==> config.mk <==
export PLATFORM = sky130hd
export DESIGN_NAME = sys_ctrl_rx_cmd
export DESIGN_NICKNAME = d
export VERILOG_FILES = /design/src/rtl/sys_ctrl_rx_cmd.sv
export SDC_FILE = /design/constraint.sdc
export NUM_CORES = 1
export LEC_CHECK = 0
export ABC_AREA = 1
export BUFFER_PORTS_ARGS = -buffer_cell sky130_fd_sc_hd__buf_4
export CAP_MARGIN = 0
export CORE_ASPECT_RATIO = 0.8
export CORE_MARGIN = 2
export CORE_UTILIZATION = 33
export CTS_BUF_LIST = sky130_fd_sc_hd__clkbuf_16
export CTS_CLUSTER_SIZE = 12
export DETAILED_ROUTE_END_ITERATION = 16
export GPL_TIMING_DRIVEN = 0
export PLACE_DENSITY = 0.59
export SKIP_LAST_GASP = 1
export SYNTH_ARGS = -nofsm -noshare
export SYNTH_HDL_FRONTEND = slang
export SYNTH_SLANG_ARGS = --single-unit
==> constraint.sdc <==
create_clock -name CLK -period 1.68 [get_ports CLK]
set_clock_uncertainty 0.15 [all_clocks]
set_input_delay 0.168 -clock CLK [delete_from_list [all_inputs] [get_ports CLK]]
set_output_delay 0.168 -clock CLK [all_outputs]
set_load 0.01 [all_outputs]
==> src/rtl/sys_ctrl_rx_cmd.sv <==
// sys_ctrl_rx_cmd: UART command sequencer driving RF writes/reads and ALU ops, returning results over TX
module sys_ctrl_rx_cmd #(
    parameter int         ADDR_W      = 4,
    parameter logic [7:0] CMD_WR      = 8'hAA,
    parameter logic [7:0] CMD_RD      = 8'hBB,
    parameter logic [7:0] CMD_ALU_OP  = 8'hCC,
    parameter logic [7:0] CMD_ALU_NOP = 8'hDD
) (
    input  logic              CLK,
    input  logic              RST,
    input  logic              RX_D_VLD,
    input  logic [7:0]        RX_P_DATA,
    input  logic              RX_ERR,
    output logic              RF_WR_EN,
    output logic              RF_RD_EN,
    output logic [ADDR_W-1:0] RF_ADDR,
    output logic [7:0]        RF_WR_DATA,
    input  logic [7:0]        RF_RD_DATA,
    input  logic              RF_RD_VLD,
    output logic              ALU_EN,
    output logic [3:0]        ALU_FUN,
    input  logic [15:0]       ALU_OUT,
    input  logic              ALU_OUT_VLD,
    output logic              CLK_GATE_EN,
    output logic [7:0]        TX_P_DATA,
    output logic              TX_D_VLD,
    input  logic              TX_BUSY,
    output logic              BUSY
);
    typedef enum logic [3:0] {
        IDLE, WR_ADDR, WR_DATA, RD_ADDR, RD_WAIT, OP_A, OP_B, FUN, ALU_WAIT, TX_REQ, TX_HI, TX_LO
    } state_t;

    state_t            state_q, state_d;
    logic              wr_en_q, wr_en_d;
    logic              rd_en_q, rd_en_d;
    logic [ADDR_W-1:0] addr_q, addr_d;
    logic [7:0]        wdata_q, wdata_d;
    logic              alu_en_q, alu_en_d;
    logic              start_q, start_d;
    logic [3:0]        fun_q, fun_d;
    logic              gate_q, gate_d;
    logic [15:0]       buf_q, buf_d;
    logic [1:0]        cnt_q, cnt_d;
    logic [7:0]        tx_data_q, tx_data_d;
    logic              tx_vld_q, tx_vld_d;
    logic              collect;

    assign collect     = state_q inside {IDLE, WR_ADDR, WR_DATA, RD_ADDR, OP_A, OP_B, FUN};
    assign BUSY        = !collect;
    assign RF_WR_EN    = wr_en_q;
    assign RF_RD_EN    = rd_en_q;
    assign RF_ADDR     = addr_q;
    assign RF_WR_DATA  = wdata_q;
    assign ALU_EN      = alu_en_q;
    assign ALU_FUN     = fun_q;
    assign CLK_GATE_EN = gate_q;
    assign TX_P_DATA   = tx_data_q;
    assign TX_D_VLD    = tx_vld_q;

    // Next-state and strobe decode; an RX error during frame collection wins over any byte
    always_comb begin
        state_d   = state_q;
        wr_en_d   = 1'b0;
        rd_en_d   = 1'b0;
        alu_en_d  = 1'b0;
        tx_vld_d  = 1'b0;
        addr_d    = addr_q;
        wdata_d   = wdata_q;
        start_d   = start_q;
        fun_d     = fun_q;
        gate_d    = gate_q;
        buf_d     = buf_q;
        cnt_d     = cnt_q;
        tx_data_d = tx_data_q;
        if (collect && RX_ERR) begin
            state_d = IDLE;
        end else begin
            case (state_q)
                IDLE: if (RX_D_VLD)
                    state_d = RX_P_DATA == CMD_WR      ? WR_ADDR :
                              RX_P_DATA == CMD_RD      ? RD_ADDR :
                              RX_P_DATA == CMD_ALU_OP  ? OP_A    :
                              RX_P_DATA == CMD_ALU_NOP ? FUN     : IDLE;
                WR_ADDR: if (RX_D_VLD) begin
                    addr_d  = RX_P_DATA[ADDR_W-1:0];
                    state_d = WR_DATA;
                end
                WR_DATA: if (RX_D_VLD) begin
                    wr_en_d = 1'b1;
                    wdata_d = RX_P_DATA;
                    state_d = IDLE;
                end
                RD_ADDR: if (RX_D_VLD) begin
                    rd_en_d = 1'b1;
                    addr_d  = RX_P_DATA[ADDR_W-1:0];
                    state_d = RD_WAIT;
                end
                RD_WAIT: if (RF_RD_VLD) begin
                    buf_d   = {8'h00, RF_RD_DATA};
                    cnt_d   = 2'd1;
                    state_d = TX_REQ;
                end
                OP_A: if (RX_D_VLD) begin
                    wr_en_d = 1'b1;
                    addr_d  = '0;
                    wdata_d = RX_P_DATA;
                    state_d = OP_B;
                end
                OP_B: if (RX_D_VLD) begin
                    wr_en_d = 1'b1;
                    addr_d  = ADDR_W'(1);
                    wdata_d = RX_P_DATA;
                    state_d = FUN;
                end
                FUN: if (RX_D_VLD) begin
                    gate_d  = 1'b1;
                    start_d = 1'b1;
                    fun_d   = RX_P_DATA[3:0];
                    state_d = ALU_WAIT;
                end
                ALU_WAIT: if (start_q) begin
                    alu_en_d = 1'b1;
                    start_d  = 1'b0;
                end else if (ALU_OUT_VLD) begin
                    buf_d   = ALU_OUT;
                    cnt_d   = 2'd2;
                    gate_d  = 1'b0;
                    state_d = TX_REQ;
                end
                TX_REQ: if (!TX_BUSY) begin
                    tx_vld_d  = 1'b1;
                    tx_data_d = buf_q[7:0];
                    buf_d     = {8'h00, buf_q[15:8]};
                    cnt_d     = cnt_q - 2'd1;
                    state_d   = TX_HI;
                end
                TX_HI: if (TX_BUSY) state_d = TX_LO;
                TX_LO: if (!TX_BUSY) state_d = cnt_q != 2'd0 ? TX_REQ : IDLE;
                default: state_d = IDLE;
            endcase
        end
    end

    // State and output registers, all cleared by reset
    always_ff @(posedge CLK) begin
        if (RST) begin
            state_q   <= IDLE;
            wr_en_q   <= 1'b0;
            rd_en_q   <= 1'b0;
            addr_q    <= '0;
            wdata_q   <= '0;
            alu_en_q  <= 1'b0;
            start_q   <= 1'b0;
            fun_q     <= '0;
            gate_q    <= 1'b0;
            buf_q     <= '0;
            cnt_q     <= '0;
            tx_data_q <= '0;
            tx_vld_q  <= 1'b0;
        end else begin
            state_q   <= state_d;
            wr_en_q   <= wr_en_d;
            rd_en_q   <= rd_en_d;
            addr_q    <= addr_d;
            wdata_q   <= wdata_d;
            alu_en_q  <= alu_en_d;
            start_q   <= start_d;
            fun_q     <= fun_d;
            gate_q    <= gate_d;
            buf_q     <= buf_d;
            cnt_q     <= cnt_d;
            tx_data_q <= tx_data_d;
            tx_vld_q  <= tx_vld_d;
        end
    end
endmodule
==> results.py <==
metrics = {
    "outcome": {
        "status": "finished with violations",
        "violations": "negative hold slack",
    },
    "yosys": {
        "synth_cell_types": 28,
        "synthArstFlopShare": 0,
        "ys_warn_count": 0,
        "seq_area_frac_synth": 0.421,
        "synthCells": 364,
        "synthesis.area_mm2": 0.00247,
        "yosys.area.top_type": "dfxtp_1",
        "syn_nets": 404,
        "synth-seq-cells": 52,
        "netlist.area_leader.share": 0.421,
        "ys.flop_type": "dfxtp_1",
        "synth_edf_count": 0,
        "avgSynthCellArea_um2": 6.79,
        "netlist_top_cells_area": "dfxtp_1 (42%), nand2_1 (15%), nor2_1 (8.7%), nand3_1 (6.7%), a21oi_1 (5.3%)",
    },
    "route": {
        "dr.pass1.iters": 4,
        "dr_total_vias": 2600,
        "wl_per_cell_um": 12.8,
        "drtIter0Drc": 173,
        "routed_wl_um": 7060,
        "antenna_violating_nets_post_route": 0,
        "vias_per_cell": 4.72,
        "drc": 0,
    },
    "timing": {
        "drv_slew": 0,
        "setup_viol": 0,
        "setup_ws_ns": 0.00388,
        "tightest_slew_ns": 0.544,
        "rsz0062_at_grt": "true",
        "finalCritPeriodShare": 0.998,
        "period_needed_ns": 1.68,
        "fmax_mhz": 597,
        "hold_ws_ns": -0.00363,
        "finalHoldViolCount": 1,
        "slew_headroom": 0.637,
    },
    "power": {
        "vdd_drop_max_v": 0.000381,
        "power.leakage_nw": 1.57,
        "power.density_mw_per_mm2": 711,
    },
    "worst_setup_path": {
        "critPathMaxStageDelay_ns": 0.31,
        "required_ns": 1.75,
        "path_delay_family": "simple AND/OR/NAND/NOR gates",
        "cp-startpoint": "state_q[0]$_SDFFE_PP0P_",
        "critical_path.cell_chain": "buf_6, nor2_4, nand2_2, nand3_4, nand2_4, nor2_4, buf_6, o21ai_0, nor2_1",
        "worst-path-buf-inv": 2,
        "critPathLaunchType": "flop",
        "reg2reg_to": "RF_WR_DATA[5]$_SDFFE_PP0P_",
        "endpoint_kind": "flop",
        "cpMaxStageDelayCell": "dfxtp_2",
        "ff2ff_setup_slack_ns": 0.004,
        "r2r_cells": 9,
        "worstSetupPathType": "reg -> reg",
        "crit_path_max_fanout": 6,
        "r2r_start": "state_q[0]$_SDFFE_PP0P_",
        "arrival_ns": 1.75,
    },
    "placed_design": {
        "placed_cell_area_mm2": 0.00310,
        "port-buffer-count": 68,
        "pre_cts_slack_ns": -0.155,
        "hpwl_um": 5100,
        "gp_congestion": 0.906,
    },
    "clock_tree": {
        "clk_latency_ns": 0.29,
        "path_clk_slew_ns": 0.07,
        "cts_tree": "done",
        "cts_buffers": 5,
        "cts.root.buffer_cell": "clkbuf_16",
        "cts.sinks": 52,
        "cts.path.max_buffers": 2,
        "cts_htree_levels": 2,
    },
    "hold_path": {
        "whs_endpoint": "RF_WR_DATA[1]$_SDFFE_PP0P_",
        "min_from": "RX_P_DATA[1]",
        "min_path_type": "in -> reg",
        "hold_depth": 3,
    },
    "global_route": {
        "grt_max_degree": 17,
        "grt_pass1_vias": 2223,
        "overflow": 0,
        "grt_use_total": 0.166,
        "grt_pass1_wl_um": 10800,
        "antenna_found_initial": 0,
    },
    "floorplan": {
        "fp.dieW_um": 101,
        "die_h_um": 81.4,
        "start_util": 0.338,
        "io_pins": 69,
        "rows": 28,
        "core-area_mm2": 0.00732,
        "dieArea_mm2": 0.00821,
    },
    "run": {
        "drv_cap": 0,
    },
    "layout": {
        "nets": 500,
        "diodes": 0,
        "drive_gt1_frac": 0.328,
        "finalInstanceArea_mm2": 0.00361,
        "area_growth_pct": 46.2,
    },
}
[repair_timing]
action                     4_1_cts  5_1_grt
resized for setup                8       57
buffers inserted                 3       11
pin swaps                        2       17
hold endpoints to repair         6        0
setup endpoints to repair       40       49
hold buffers                     6        0
cloned                           0        1
[through the flow]
step	power, mW	hold WS, ns	instances	utilization	setup TNS [ns]
after detailed placement	1.42	0.258	522	0.423	-1.80
after global routing	2.65	0.00861	551	0.494	-1.66
after global placement	1.42	0.254	522	0.423	-2.15
after CTS	2.58	0.0143	539	0.460	0
final	2.57	-0.00363	551	0.494	0
after floorplan	1.32	0.153	364	-	0
[routing by layer]
layer,global-route usage,up-vias,share of wire
li1,-,1366,-
met4,0.0466,0,0.0092
met1,0.248,1176,0.50
met3,0.0306,5,0.039
met5,0,-,0
met2,0.243,53,0.45
[how the worst max path moves through the flow]
stage,cells after the start,endpoint
2_1_floorplan,9,RF_WR_DATA[0]$_SDFFE_PP0P_
3_3_place_gp,9,RF_WR_DATA[4]$_SDFFE_PP0P_
3_5_place_dp,9,RF_WR_DATA[4]$_SDFFE_PP0P_
4_1_cts,11,buf_q[13]$_SDFFE_PP0P_
5_1_grt,9,RF_WR_DATA[5]$_SDFFE_PP0P_
6_report,9,RF_WR_DATA[5]$_SDFFE_PP0P_
[worst min-delay path: cells and delay by family]
kind,cells,cell delay [ns]
buffers and inverters,1,0.12
and+or+nand+nor,2,0.12
[final cells by class]
type / count / area, um^2
fill: 704 / 3710
sequential: 52 / 1050
inverter: 25 / 115
buffer: 13 / 98.8
clock buffer: 5 / 125
timing repair buffer: 89 / 706
clock inverter: 3 / 42.5
multi-input combinational: 274 / 1360
tap: 90 / 113
[cell usage in the layout, fill, tap and decap left out, types with 2 or more instances in the layout]
master         count
nand2_1           95
buf_4             80
nor2_1            54
dfxtp_1           48
nand3_1           31
a21oi_1           25
inv_1             16
o21ai_0           13
o21ai_2           10
o21ai_1            9
nor2_4             8
nand2_2            8
clkbuf_16          6
dlygate4sd3_1      6
buf_6              5
inv_2              5
clkbuf_1           5
nor2_2             5
nand2_4            4
nor3_1             3
inv_6              2
inv_4              2
buf_8              2
dfxtp_2            2
dfxtp_4            2
[report_power, final]
| group | switching, mW | leakage, nW | internal (mW) | total [mW] |
|---|---|---|---|---|
| Sequential | 0.000812 | 0.421 | 1.23 | 1.23 |
| Clock | 0.458 | 0.0856 | 0.703 | 1.16 |
| Combinational | 0.0870 | 1.06 | 0.0929 | 0.180 |
| Total | 0.545 | 1.57 | 2.03 | 2.57 |
[registers in the layout (all words and copies together), names as in the netlist]
| signal | cells |
|---|---|
| buf_q | 16 |
| cnt_q | 2 |
| RF_ADDR | 4 |
| RF_WR_EN | 1 |
| TX_P_DATA | 8 |
| RF_RD_EN | 1 |
| start_q | 1 |
| state_q | 4 |
| CLK_GATE_EN | 1 |
| ALU_FUN | 4 |
| TX_D_VLD | 1 |
| RF_WR_DATA | 8 |
| ALU_EN | 1 |
[Yosys cell counts (2+ instances only)]
cell type,number
a21oi_1,26
buf_2,2
buf_4,4
clkbuf_1,5
dfxtp_1,52
inv_1,18
inv_2,5
nand2_1,102
nand2_2,3
nand2_4,2
nand3_1,33
nor2_1,57
nor2_2,4
nor2_4,6
nor3_1,3
o21ai_0,24
o21ai_1,7
[cells by family (layout without fill, tap and decap cells)]
| logic type | count (synthesis) | in the layout | share of synthesized area |
|---|---|---|---|
| AO/OA/AOI/OAI | 60 | 60 | 0.129 |
| adder cells (fa/ha/maj) | 1 | 1 | 0.00506 |
| flip-flops | 52 | 52 | 0.421 |
| buffers and inverters | 38 | 135 | 0.0688 |
| AND/OR/NAND/NOR | 213 | 213 | 0.377 |
No activity file was read; power rests on OpenSTA's default activity.
